## src/rtl/hazard_stall_ctrl_if.sv

```systemverilog
// Signal bundle between the ID-stage hazard controller and the pipeline datapath.
// With HAZ_PERF_CNT_EN defined the bundle also carries the stall-cycle counter.
interface hazard_stall_ctrl_if
`ifdef HAZ_PERF_CNT_EN
  #(parameter int unsigned PERF_W = 32)
`endif
  ;
  logic [4:0] IDRegRs_i;
  logic [4:0] IDRegRt_i;
  logic       IDUseRt_i;
  logic       IDBranch_i;
  logic       BranchTaken_i;
  logic [4:0] EXRegRd_i;
  logic       EXRegWrite_i;
  logic       EXMemRead_i;
  logic [4:0] MEMRegRd_i;
  logic       MEMMemRead_i;
  logic       MemBusy_i;

  logic       PCWrite_o;
  logic       IFIDWrite_o;
  logic       IFIDFlush_o;
  logic       IDEXBubble_o;
  logic       PipeFreeze_o;
`ifdef HAZ_PERF_CNT_EN
  logic [PERF_W-1:0] StallCycles_o;
`endif

  modport master (
    output IDRegRs_i, IDRegRt_i, IDUseRt_i, IDBranch_i, BranchTaken_i,
           EXRegRd_i, EXRegWrite_i, EXMemRead_i, MEMRegRd_i, MEMMemRead_i, MemBusy_i,
    input  PCWrite_o, IFIDWrite_o, IFIDFlush_o, IDEXBubble_o, PipeFreeze_o
`ifdef HAZ_PERF_CNT_EN
    , input StallCycles_o
`endif
  );

  modport slave (
    input  IDRegRs_i, IDRegRt_i, IDUseRt_i, IDBranch_i, BranchTaken_i,
           EXRegRd_i, EXRegWrite_i, EXMemRead_i, MEMRegRd_i, MEMMemRead_i, MemBusy_i,
    output PCWrite_o, IFIDWrite_o, IFIDFlush_o, IDEXBubble_o, PipeFreeze_o
`ifdef HAZ_PERF_CNT_EN
    , output StallCycles_o
`endif
  );
endinterface

```

## src/rtl/hazard_stall_ctrl.sv

```systemverilog
// ID-stage hazard detection and stall/flush control for the 5-stage MIPS pipeline.
// Optional stall-cycle performance counter enabled by defining HAZ_PERF_CNT_EN.
module hazard_stall_ctrl #(
  parameter int unsigned CNT_W = 2
`ifdef HAZ_PERF_CNT_EN
  , parameter int unsigned PERF_W = 32
`endif
) (
  input logic               clk_i,
  input logic               rst_i,
  hazard_stall_ctrl_if.slave hz
);

  localparam logic [1:0] RUN    = 2'd0;
  localparam logic [1:0] STALL  = 2'd1;
  localparam logic [1:0] FREEZE = 2'd2;

  logic [1:0]       state, nState;
  logic [1:0]       savedState, nSaved;
  logic [CNT_W-1:0] cnt, nCnt;
  logic [1:0]       runState;

  logic       mex, mmem;
  logic [1:0] stallLen;

  logic pcWrite, ifidWrite, ifidFlush, idexBubble, pipeFreeze;

  always_comb begin
    mex  = hz.EXRegWrite_i && (hz.EXRegRd_i != 5'd0) &&
           ((hz.EXRegRd_i == hz.IDRegRs_i) || (hz.IDUseRt_i && (hz.EXRegRd_i == hz.IDRegRt_i)));
    mmem = hz.MEMMemRead_i && (hz.MEMRegRd_i != 5'd0) &&
           ((hz.MEMRegRd_i == hz.IDRegRs_i) || (hz.IDUseRt_i && (hz.MEMRegRd_i == hz.IDRegRt_i)));
  end

  // Longest required stall wins: load feeding a branch needs two cycles.
  always_comb begin
    stallLen = 2'd0;
    if (hz.EXMemRead_i && mex && hz.IDBranch_i)
      stallLen = 2'd2;
    else if ((hz.EXMemRead_i && mex) || (hz.IDBranch_i && mex) || (hz.IDBranch_i && mmem))
      stallLen = 2'd1;
  end

  // FREEZE resumes the saved state in the same cycle it is released.
  assign runState = (state == FREEZE) ? savedState : state;

  always_comb begin
    nState     = state;
    nSaved     = savedState;
    nCnt       = cnt;
    pcWrite    = 1'b0;
    ifidWrite  = 1'b0;
    ifidFlush  = 1'b0;
    idexBubble = 1'b1;
    pipeFreeze = 1'b0;

    if (!rst_i) begin
      nState = RUN;
      nSaved = RUN;
      nCnt   = '0;
    end else if (hz.MemBusy_i) begin
      idexBubble = 1'b0;
      pipeFreeze = 1'b1;
      nState     = FREEZE;
      nSaved     = runState;
    end else if (runState == RUN) begin
      if (stallLen != 2'd0) begin
        if (stallLen == 2'd2) begin
          nState = STALL;
          nCnt   = CNT_W'(1);
        end else begin
          nState = RUN;
        end
      end else begin
        pcWrite    = 1'b1;
        ifidWrite  = 1'b1;
        idexBubble = 1'b0;
        ifidFlush  = hz.IDBranch_i && hz.BranchTaken_i;
        nState     = RUN;
      end
    end else begin
      nCnt   = cnt - CNT_W'(1);
      nState = (cnt == CNT_W'(1)) ? RUN : STALL;
    end
  end

  always_ff @(posedge clk_i or negedge rst_i) begin
    if (!rst_i) begin
      state      <= RUN;
      savedState <= RUN;
      cnt        <= '0;
    end else begin
      state      <= nState;
      savedState <= nSaved;
      cnt        <= nCnt;
    end
  end

  assign hz.PCWrite_o    = pcWrite;
  assign hz.IFIDWrite_o  = ifidWrite;
  assign hz.IFIDFlush_o  = ifidFlush;
  assign hz.IDEXBubble_o = idexBubble;
  assign hz.PipeFreeze_o = pipeFreeze;

`ifdef HAZ_PERF_CNT_EN
  logic [PERF_W-1:0] stallCycles;

  always_ff @(posedge clk_i or negedge rst_i) begin
    if (!rst_i)
      stallCycles <= '0;
    else if (!pcWrite)
      stallCycles <= stallCycles + PERF_W'(1);
  end

  assign hz.StallCycles_o = stallCycles;
`endif

  aSavedNotFreeze: assert property (@(posedge clk_i) disable iff (!rst_i)
    savedState != FREEZE);
  aStallCntLive: assert property (@(posedge clk_i) disable iff (!rst_i)
    (runState == STALL) |-> (cnt != '0));
  aFreezeHoldsPc: assert property (@(posedge clk_i) disable iff (!rst_i)
    pipeFreeze |-> (!pcWrite && !ifidFlush));

endmodule

```

## src/flat_wrapper.sv

```systemverilog
// flat-port wrapper written by rule: the top's interface ports become plain ports
module hazard_stall_ctrl_flat 
#(
  parameter int unsigned CNT_W = 2

)
  (clk_i, rst_i, hz_IDRegRs_i, hz_IDRegRt_i, hz_IDUseRt_i, hz_IDBranch_i, hz_BranchTaken_i, hz_EXRegRd_i, hz_EXRegWrite_i, hz_EXMemRead_i, hz_MEMRegRd_i, hz_MEMMemRead_i, hz_MemBusy_i, hz_PCWrite_o, hz_IFIDWrite_o, hz_IFIDFlush_o, hz_IDEXBubble_o, hz_PipeFreeze_o);
  hazard_stall_ctrl_if hz_i ();
  input logic clk_i;
  input logic rst_i;
  input wire logic [$bits(hz_i.IDRegRs_i)-1:0] hz_IDRegRs_i;
  input wire logic [$bits(hz_i.IDRegRt_i)-1:0] hz_IDRegRt_i;
  input wire logic [$bits(hz_i.IDUseRt_i)-1:0] hz_IDUseRt_i;
  input wire logic [$bits(hz_i.IDBranch_i)-1:0] hz_IDBranch_i;
  input wire logic [$bits(hz_i.BranchTaken_i)-1:0] hz_BranchTaken_i;
  input wire logic [$bits(hz_i.EXRegRd_i)-1:0] hz_EXRegRd_i;
  input wire logic [$bits(hz_i.EXRegWrite_i)-1:0] hz_EXRegWrite_i;
  input wire logic [$bits(hz_i.EXMemRead_i)-1:0] hz_EXMemRead_i;
  input wire logic [$bits(hz_i.MEMRegRd_i)-1:0] hz_MEMRegRd_i;
  input wire logic [$bits(hz_i.MEMMemRead_i)-1:0] hz_MEMMemRead_i;
  input wire logic [$bits(hz_i.MemBusy_i)-1:0] hz_MemBusy_i;
  output wire logic [$bits(hz_i.PCWrite_o)-1:0] hz_PCWrite_o;
  output wire logic [$bits(hz_i.IFIDWrite_o)-1:0] hz_IFIDWrite_o;
  output wire logic [$bits(hz_i.IFIDFlush_o)-1:0] hz_IFIDFlush_o;
  output wire logic [$bits(hz_i.IDEXBubble_o)-1:0] hz_IDEXBubble_o;
  output wire logic [$bits(hz_i.PipeFreeze_o)-1:0] hz_PipeFreeze_o;
  assign hz_i.IDRegRs_i = hz_IDRegRs_i;
  assign hz_i.IDRegRt_i = hz_IDRegRt_i;
  assign hz_i.IDUseRt_i = hz_IDUseRt_i;
  assign hz_i.IDBranch_i = hz_IDBranch_i;
  assign hz_i.BranchTaken_i = hz_BranchTaken_i;
  assign hz_i.EXRegRd_i = hz_EXRegRd_i;
  assign hz_i.EXRegWrite_i = hz_EXRegWrite_i;
  assign hz_i.EXMemRead_i = hz_EXMemRead_i;
  assign hz_i.MEMRegRd_i = hz_MEMRegRd_i;
  assign hz_i.MEMMemRead_i = hz_MEMMemRead_i;
  assign hz_i.MemBusy_i = hz_MemBusy_i;
  assign hz_PCWrite_o = hz_i.PCWrite_o;
  assign hz_IFIDWrite_o = hz_i.IFIDWrite_o;
  assign hz_IFIDFlush_o = hz_i.IFIDFlush_o;
  assign hz_IDEXBubble_o = hz_i.IDEXBubble_o;
  assign hz_PipeFreeze_o = hz_i.PipeFreeze_o;
  hazard_stall_ctrl #(.CNT_W(CNT_W)) u_core (.clk_i(clk_i), .rst_i(rst_i), .hz(hz_i));
endmodule
```

## config.mk

```make
export PLATFORM = sky130hd
export DESIGN_NAME = hazard_stall_ctrl_flat
export DESIGN_NICKNAME = d
export VERILOG_FILES = /design/src/rtl/hazard_stall_ctrl_if.sv /design/src/rtl/hazard_stall_ctrl.sv /design/src/flat_wrapper.sv
export SDC_FILE = /design/constraint.sdc
export NUM_CORES = 1
export LEC_CHECK = 0
export CAP_MARGIN = 20
export CORE_UTILIZATION = 41
export DETAILED_ROUTE_END_ITERATION = 10
export PLACE_DENSITY = 0.82
export SYNTH_ARGS = -nofsm -noshare
export SYNTH_HDL_FRONTEND = slang
export SYNTH_SLANG_ARGS = --single-unit
```

## constraint.sdc

```tcl
create_clock -name clk_i -period 5.5 [get_ports clk_i]
set_input_delay 1.65 -clock clk_i [delete_from_list [all_inputs] [get_ports clk_i]]
set_output_delay 1.65 -clock clk_i [all_outputs]
set_load 0.03 [all_outputs]
```

## After elaboration in Yosys (flattened, before gate mapping)

Index checks and enable logic that the tools add are counted.

- Bits in registers: 6
- Output and inout port bits: 5
- Input port bits: 29
- Logic and storage cells: 65

- Reductions and logical operators: 20
- Add/sub/neg operators: 1
- Mux-type cells: 30
- Equality and inequality tests: 11

Operators with widths:

| cell | count |
|---|---|
| $mux W2 | 12 |
| $eq A5 B5 Y1 | 4 |
| $mux W1 | 18 |
| $logic_and A1 B1 Y1 | 11 |
| $reduce_bool A5 Y1 | 2 |
| $ne A3 B3 Y1 const B | 2 |
| $eq A2 B2 Y1 const B | 2 |
| $logic_or A1 B1 Y1 | 4 |
| $reduce_and A3 Y1 | 1 |
| $eq A2 B1 Y1 const B | 1 |
| $logic_not A2 Y1 | 1 |
| $ne A2 B1 Y1 const B | 1 |
| $ne A2 B2 Y1 const B | 1 |
| $reduce_bool A2 Y1 | 1 |
| $sub A2 B1 Y2 const B | 1 |

## Logic depth before layout (Yosys ltp)

- Depth after elaboration: 15
- Depth in mapped cells: 6
- Mapped depth without buffers: 6

## Worst setup path before layout

OpenSTA, ideal clock, no wires.

- Path kind: input to output
- Start point: in hz_EXRegRd_i[1]
- End point: out hz_PCWrite_o
- Buffers on the path: 1
- Arrival: 3.476 ns
- Required time: 3.850 ns
- Slack: 0.374 ns
- Cell stages on the path: 5
- Cells stage by stage: or4_1 > o21ai_2 > nor3_2 > nor3_1 > buf_4

- Longest elaborated chain between the ends: 14
- Elaborated cells between the ends (all ways): 19
- Classes of those cells: 2 x eq/ne; 6 x mux; 11 x reduce/logical

RTL lines:

| what | line | text |
|---|---|---|
| start, declared | flat_wrapper.sv:16 | `input wire logic [$bits(hz_i.EXRegRd_i)-1:0] hz_EXRegRd_i;` |
| $eq A5 B5 Y1 | hazard_stall_ctrl.sv:30 | `((hz.EXRegRd_i == hz.IDRegRs_i) \|\| (hz.IDUseRt_i && (hz.EXRegRd_i == hz.IDRegRt_i)));` |
| $logic_and A1 B1 Y1 | hazard_stall_ctrl.sv:30 |  |
| $logic_or A1 B1 Y1 | hazard_stall_ctrl.sv:30 |  |
| $logic_and A1 B1 Y1 (*) | hazard_stall_ctrl.sv:29 | `mex = hz.EXRegWrite_i && (hz.EXRegRd_i != 5'd0) &&` |
| $logic_and A1 B1 Y1 (on tied branches) | hazard_stall_ctrl.sv:38, hazard_stall_ctrl.sv:40 |  |
| $logic_or A1 B1 Y1 (2 in a row) | hazard_stall_ctrl.sv:40 | `else if ((hz.EXMemRead_i && mex) \|\| (hz.IDBranch_i && mex) \|\| (hz.IDBranch_i && mmem))` |
| $mux W1 | hazard_stall_ctrl.sv:40 |  |
| $mux W2 (*) | hazard_stall_ctrl.sv:38 | `if (hz.EXMemRead_i && mex && hz.IDBranch_i)` |
| $reduce_bool A2 Y1 (*) | hazard_stall_ctrl.sv:67 | `if (stallLen != 2'd0) begin` |
| $mux W1 (*) (4 in a row) | -- |  |
| end, declared | flat_wrapper.sv:22 | `output wire logic [$bits(hz_i.PCWrite_o)-1:0] hz_PCWrite_o;` |

Mark *: on every way between the ends. The rest lies on a longest branch, timed or not.

## Final worst setup path

- Start point: in hz_EXRegRd_i[0]
- End point: out hz_IDEXBubble_o

- Longest elaborated chain between the ends: 14
- Elaborated cells between the ends (all ways): 19
- Classes of those cells: 2 x eq/ne; 6 x mux; 11 x reduce/logical

RTL lines:

| what | line | text |
|---|---|---|
| $eq A5 B5 Y1 | hazard_stall_ctrl.sv:30 |  |
| $logic_and A1 B1 Y1 | hazard_stall_ctrl.sv:30 |  |
| $logic_or A1 B1 Y1 | hazard_stall_ctrl.sv:30 |  |
| $logic_and A1 B1 Y1 (*) | hazard_stall_ctrl.sv:29 |  |
| $logic_and A1 B1 Y1 (on tied branches) | hazard_stall_ctrl.sv:38, hazard_stall_ctrl.sv:40 |  |
| $logic_or A1 B1 Y1 (2 in a row) | hazard_stall_ctrl.sv:40 |  |
| $mux W1 | hazard_stall_ctrl.sv:40 |  |
| $mux W2 (*) | hazard_stall_ctrl.sv:38 |  |
| $reduce_bool A2 Y1 (*) | hazard_stall_ctrl.sv:67 |  |
| $mux W1 (*) | hazard_stall_ctrl.sv:67 |  |
| $mux W1 (*) | hazard_stall_ctrl.sv:66 | `end else if (runState == RUN) begin` |
| $mux W1 (*) | hazard_stall_ctrl.sv:61 | `end else if (hz.MemBusy_i) begin` |
| $mux W1 (*) | hazard_stall_ctrl.sv:57 | `if (!rst_i) begin` |
| end, declared | flat_wrapper.sv:25 | `output wire logic [$bits(hz_i.IDEXBubble_o)-1:0] hz_IDEXBubble_o;` |

Marks and branches as above.

==> results.yml <==
outcome:
  run_status: "complete, no violations"
synth:
  postSynthCellCount: 73
  synthesis.nets: 103
  netlist_top_cells_area: "sky130_fd_sc_hd__xor2_1 25%, sky130_fd_sc_hd__dfrtp_1 24%, sky130_fd_sc_hd__nor3_1 4.0%"
  synth_top_cell_area_share_pct: 25.0
  synth-xor-area-share_pct: 27.8
  synth_top_area_cell: "sky130_fd_sc_hd__xor2_1"
  synth_top_family_by_area: "XOR/XNOR gates"
  synthesis.area_um2: 631
  fraction_of_the_yosys_area_taken_by_sequential_cells_pct: 23.8
  post_synth_mux_area_share_pct: 1.59
  ys_warn_count: 0
  post_synth_fa_ha_maj_area_fraction_pct: 1.98
  distinct_cells_synth: 29
  synthesized_flop_and_latch_total: 6
  synth_compound_area_share_pct: 15.5
  yosys.area_share.simple_pct: 27.0
  post_synthesis_average_cell_area_um2: 8.64
sta:
  timing.final.hold_violations: 0
  final-max-slew-violation-count: 0
  fin_crit_ns: 5.15
  clock_skew_ns: 0.00321
  fmax_ghz: 0.194
  rsz0062_at_grt: "false"
  tightestPinTransition_ns: 0.344
  post-route-period-util_pct: 93.6
  final.setup.tns_ns: 0
  finalSetupViolCount: 0
  relSlewSlack_pct: 77.0
place:
  placement.cell_area_um2: 973
  gp_routability_congestion: 0.771
  post-dp-hpwl_um: 1380
  post-place-cells: 121
  io_buffers: 33
layout:
  n_fill_cell: 107
  layout_common_cells: "29 x sky130_fd_sc_hd__clkdlybuf4s50_1, 18 x sky130_fd_sc_hd__xor2_1, 6 x sky130_fd_sc_hd__nor2_1, 6 x sky130_fd_sc_hd__buf_4, 6 x sky130_fd_sc_hd__dfrtp_1"
  final_util_pct: 72.9
  layout-area-overhead-vs-synth_pct: 57.9
  mostFrequentLayoutCell: "sky130_fd_sc_hd__clkdlybuf4s50_1"
  antenna_cells: 0
  finalNonFillerCells: 124
  post-route-cell-area_um2: 996
  finish.net_count: 141
  share_of_post_route_cells_with_drive_strength_above_1_pct: 12.8
cts:
  cts_made_buffers: 3
  post_cts_buffers: 0
  cts_sinks: 6
  postCtsHoldBufs: 0
  cts.repair.resized: 0
  worstSkewPairLatency_ns: 0.25
  clock-root-buffer: "sky130_fd_sc_hd__clkbuf_4"
  max-clock-path-buffers: 2
  cts_tree: "yes"
  cts.reportedPaths.clkPinSlew_ns: 0.04
  cts-htree-levels: 1
drt:
  detailedRoute.firstPassIterationCount: 4
  wl_final_um: 1630
  drt-vias-per-instance: 5.38
  dr_total_vias: 667
  drtIter0Drc: 7
  ant_nets: 0
  post_drt_wl_per_cell_um: 13.1
  count_of_unresolved_drc_violations_after_routing: 0
critical_path:
  worstPathRequired_ns: 3.85
  endpoint_kind: "output port"
  critical_path_class: "in2out"
  worst-path-max-fanout: 3
  cp_data_arrival_time_ns: 3.50
  timing.critical_path.from_type: "input pin"
  rr_worst_depth: 5
power_and_ir_drop:
  fin_total_pwr_mw: 0.146
  power-per-cell-area_nw_per_um2: 147
  total_leakage_power_nw: 0.420
  ir_worst_vdd_v: 0.0000609
global_route:
  gr-usage-all-layers_pct: 20.2
  first_global_vias: 562
  antenna_found_initial: 0
  first_pass_grt_wire_length_um: 2200
  residual_overflow_from_global_routing: 0
  pin_count_of_the_biggest_net_entering_global_routing: 12
floorplan:
  placeable_core_region_um2: 1370
  num_rows: 13
  initial_core_utilization_pct: 46.2
  die_height_um: 41.2
  floorplan.die_area_um2: 1700
  die_w_um: 41.2
  floorplan.io_pins: 34
run:
  cap_violations: 0
min_path:
  worstHoldPathType: "reg2reg"
  hold_depth: 2
[power by group]
group | switching (mW) | total, mW | internal [mW]
clock network | 0.0173 | 0.0421 | 0.0248
registers | 0.000219 | 0.0450 | 0.0448
logic | 0.0270 | 0.0590 | 0.0320
[area by class of cell]
class	count	area, µm²	share of cell area, %
inverters	1	3.75	0.377
multi-input cells	64	465	46.7
repair buffers	35	335	33.7
flip-flops and latches	6	150	15.1
clock buffers	3	22.5	2.26
well taps	15	18.8	1.88
[critical path: stages]
cell                              delay (ns)
sky130_fd_sc_hd__clkdlybuf4s50_1        0.48
sky130_fd_sc_hd__xor2_1                 0.21
sky130_fd_sc_hd__nor4_2                 0.28
sky130_fd_sc_hd__a32oi_1                0.21
sky130_fd_sc_hd__nor3_2                 0.29
sky130_fd_sc_hd__a2bb2oi_1              0.19
sky130_fd_sc_hd__buf_4                  0.18
[per-layer routing]
metal / global-route usage, % / up-vias / share of wire [%]
met5: 0 / - / 0
met4: 10.5 / 0 / 0.86
met2: 37.9 / 30 / 55
met3: 3.80 / 2 / 4.4
li1: - / 335 / -
met1: 20.7 / 300 / 39
[registers in the layout, summed over array words and instances (netlist names)]
| signal | count |
|---|---|
| u_core.state | 2 |
| u_core.cnt | 2 |
| u_core.savedState | 2 |
[cell usage after synthesis (all sizes together)]
master / count
a21o: 1
a21oi: 2
a22oi: 1
a2bb2oi: 1
a32oi: 2
and2: 1
buf: 1
clkbuf: 1
dfrtp: 6
ha: 1
inv: 1
mux2i: 1
nand2: 5
nand2b: 3
nor2: 6
nor2b: 2
nor3: 7
nor4: 3
o211ai: 1
o21ai: 2
o21bai: 1
o311a: 1
o31ai: 1
or4: 2
xnor2: 2
xor2: 18
[through the flow]
stage | hold WS (ns) | setup slack, ns
after CTS | 0.506 | 0.361
after floorplan | 0.463 | 0.374
final | 0.502 | 0.352
after global placement | 0.493 | 0.418
after detailed placement | 0.495 | 0.364
after global routing | 0.520 | 0.190
[worst paths after layout]
path                                       from                    to  slack [ns]
min                        u_core.savedState[1]  u_core.savedState[1]        0.50
max reg2reg                u_core.savedState[0]         u_core.cnt[0]        4.16
min reg2reg                u_core.savedState[1]  u_core.savedState[1]        0.50
min in group asynchronous                 rst_i         u_core.cnt[0]        1.58
max in group asynchronous                 rst_i       u_core.state[0]        3.57
max                             hz_EXRegRd_i[0]       hz_IDEXBubble_o        0.35
[cells by family after synthesis]
group                    count (synthesis)
AO/OA/AOI/OAI                           13
XOR/XNOR                                20
adder cells (fa/ha/maj)                  1
buffers and inverters                    3
flip-flops                               6
multiplexers                             1
AND/OR/NAND/NOR                         29
(Power assumes the default switching activity.)
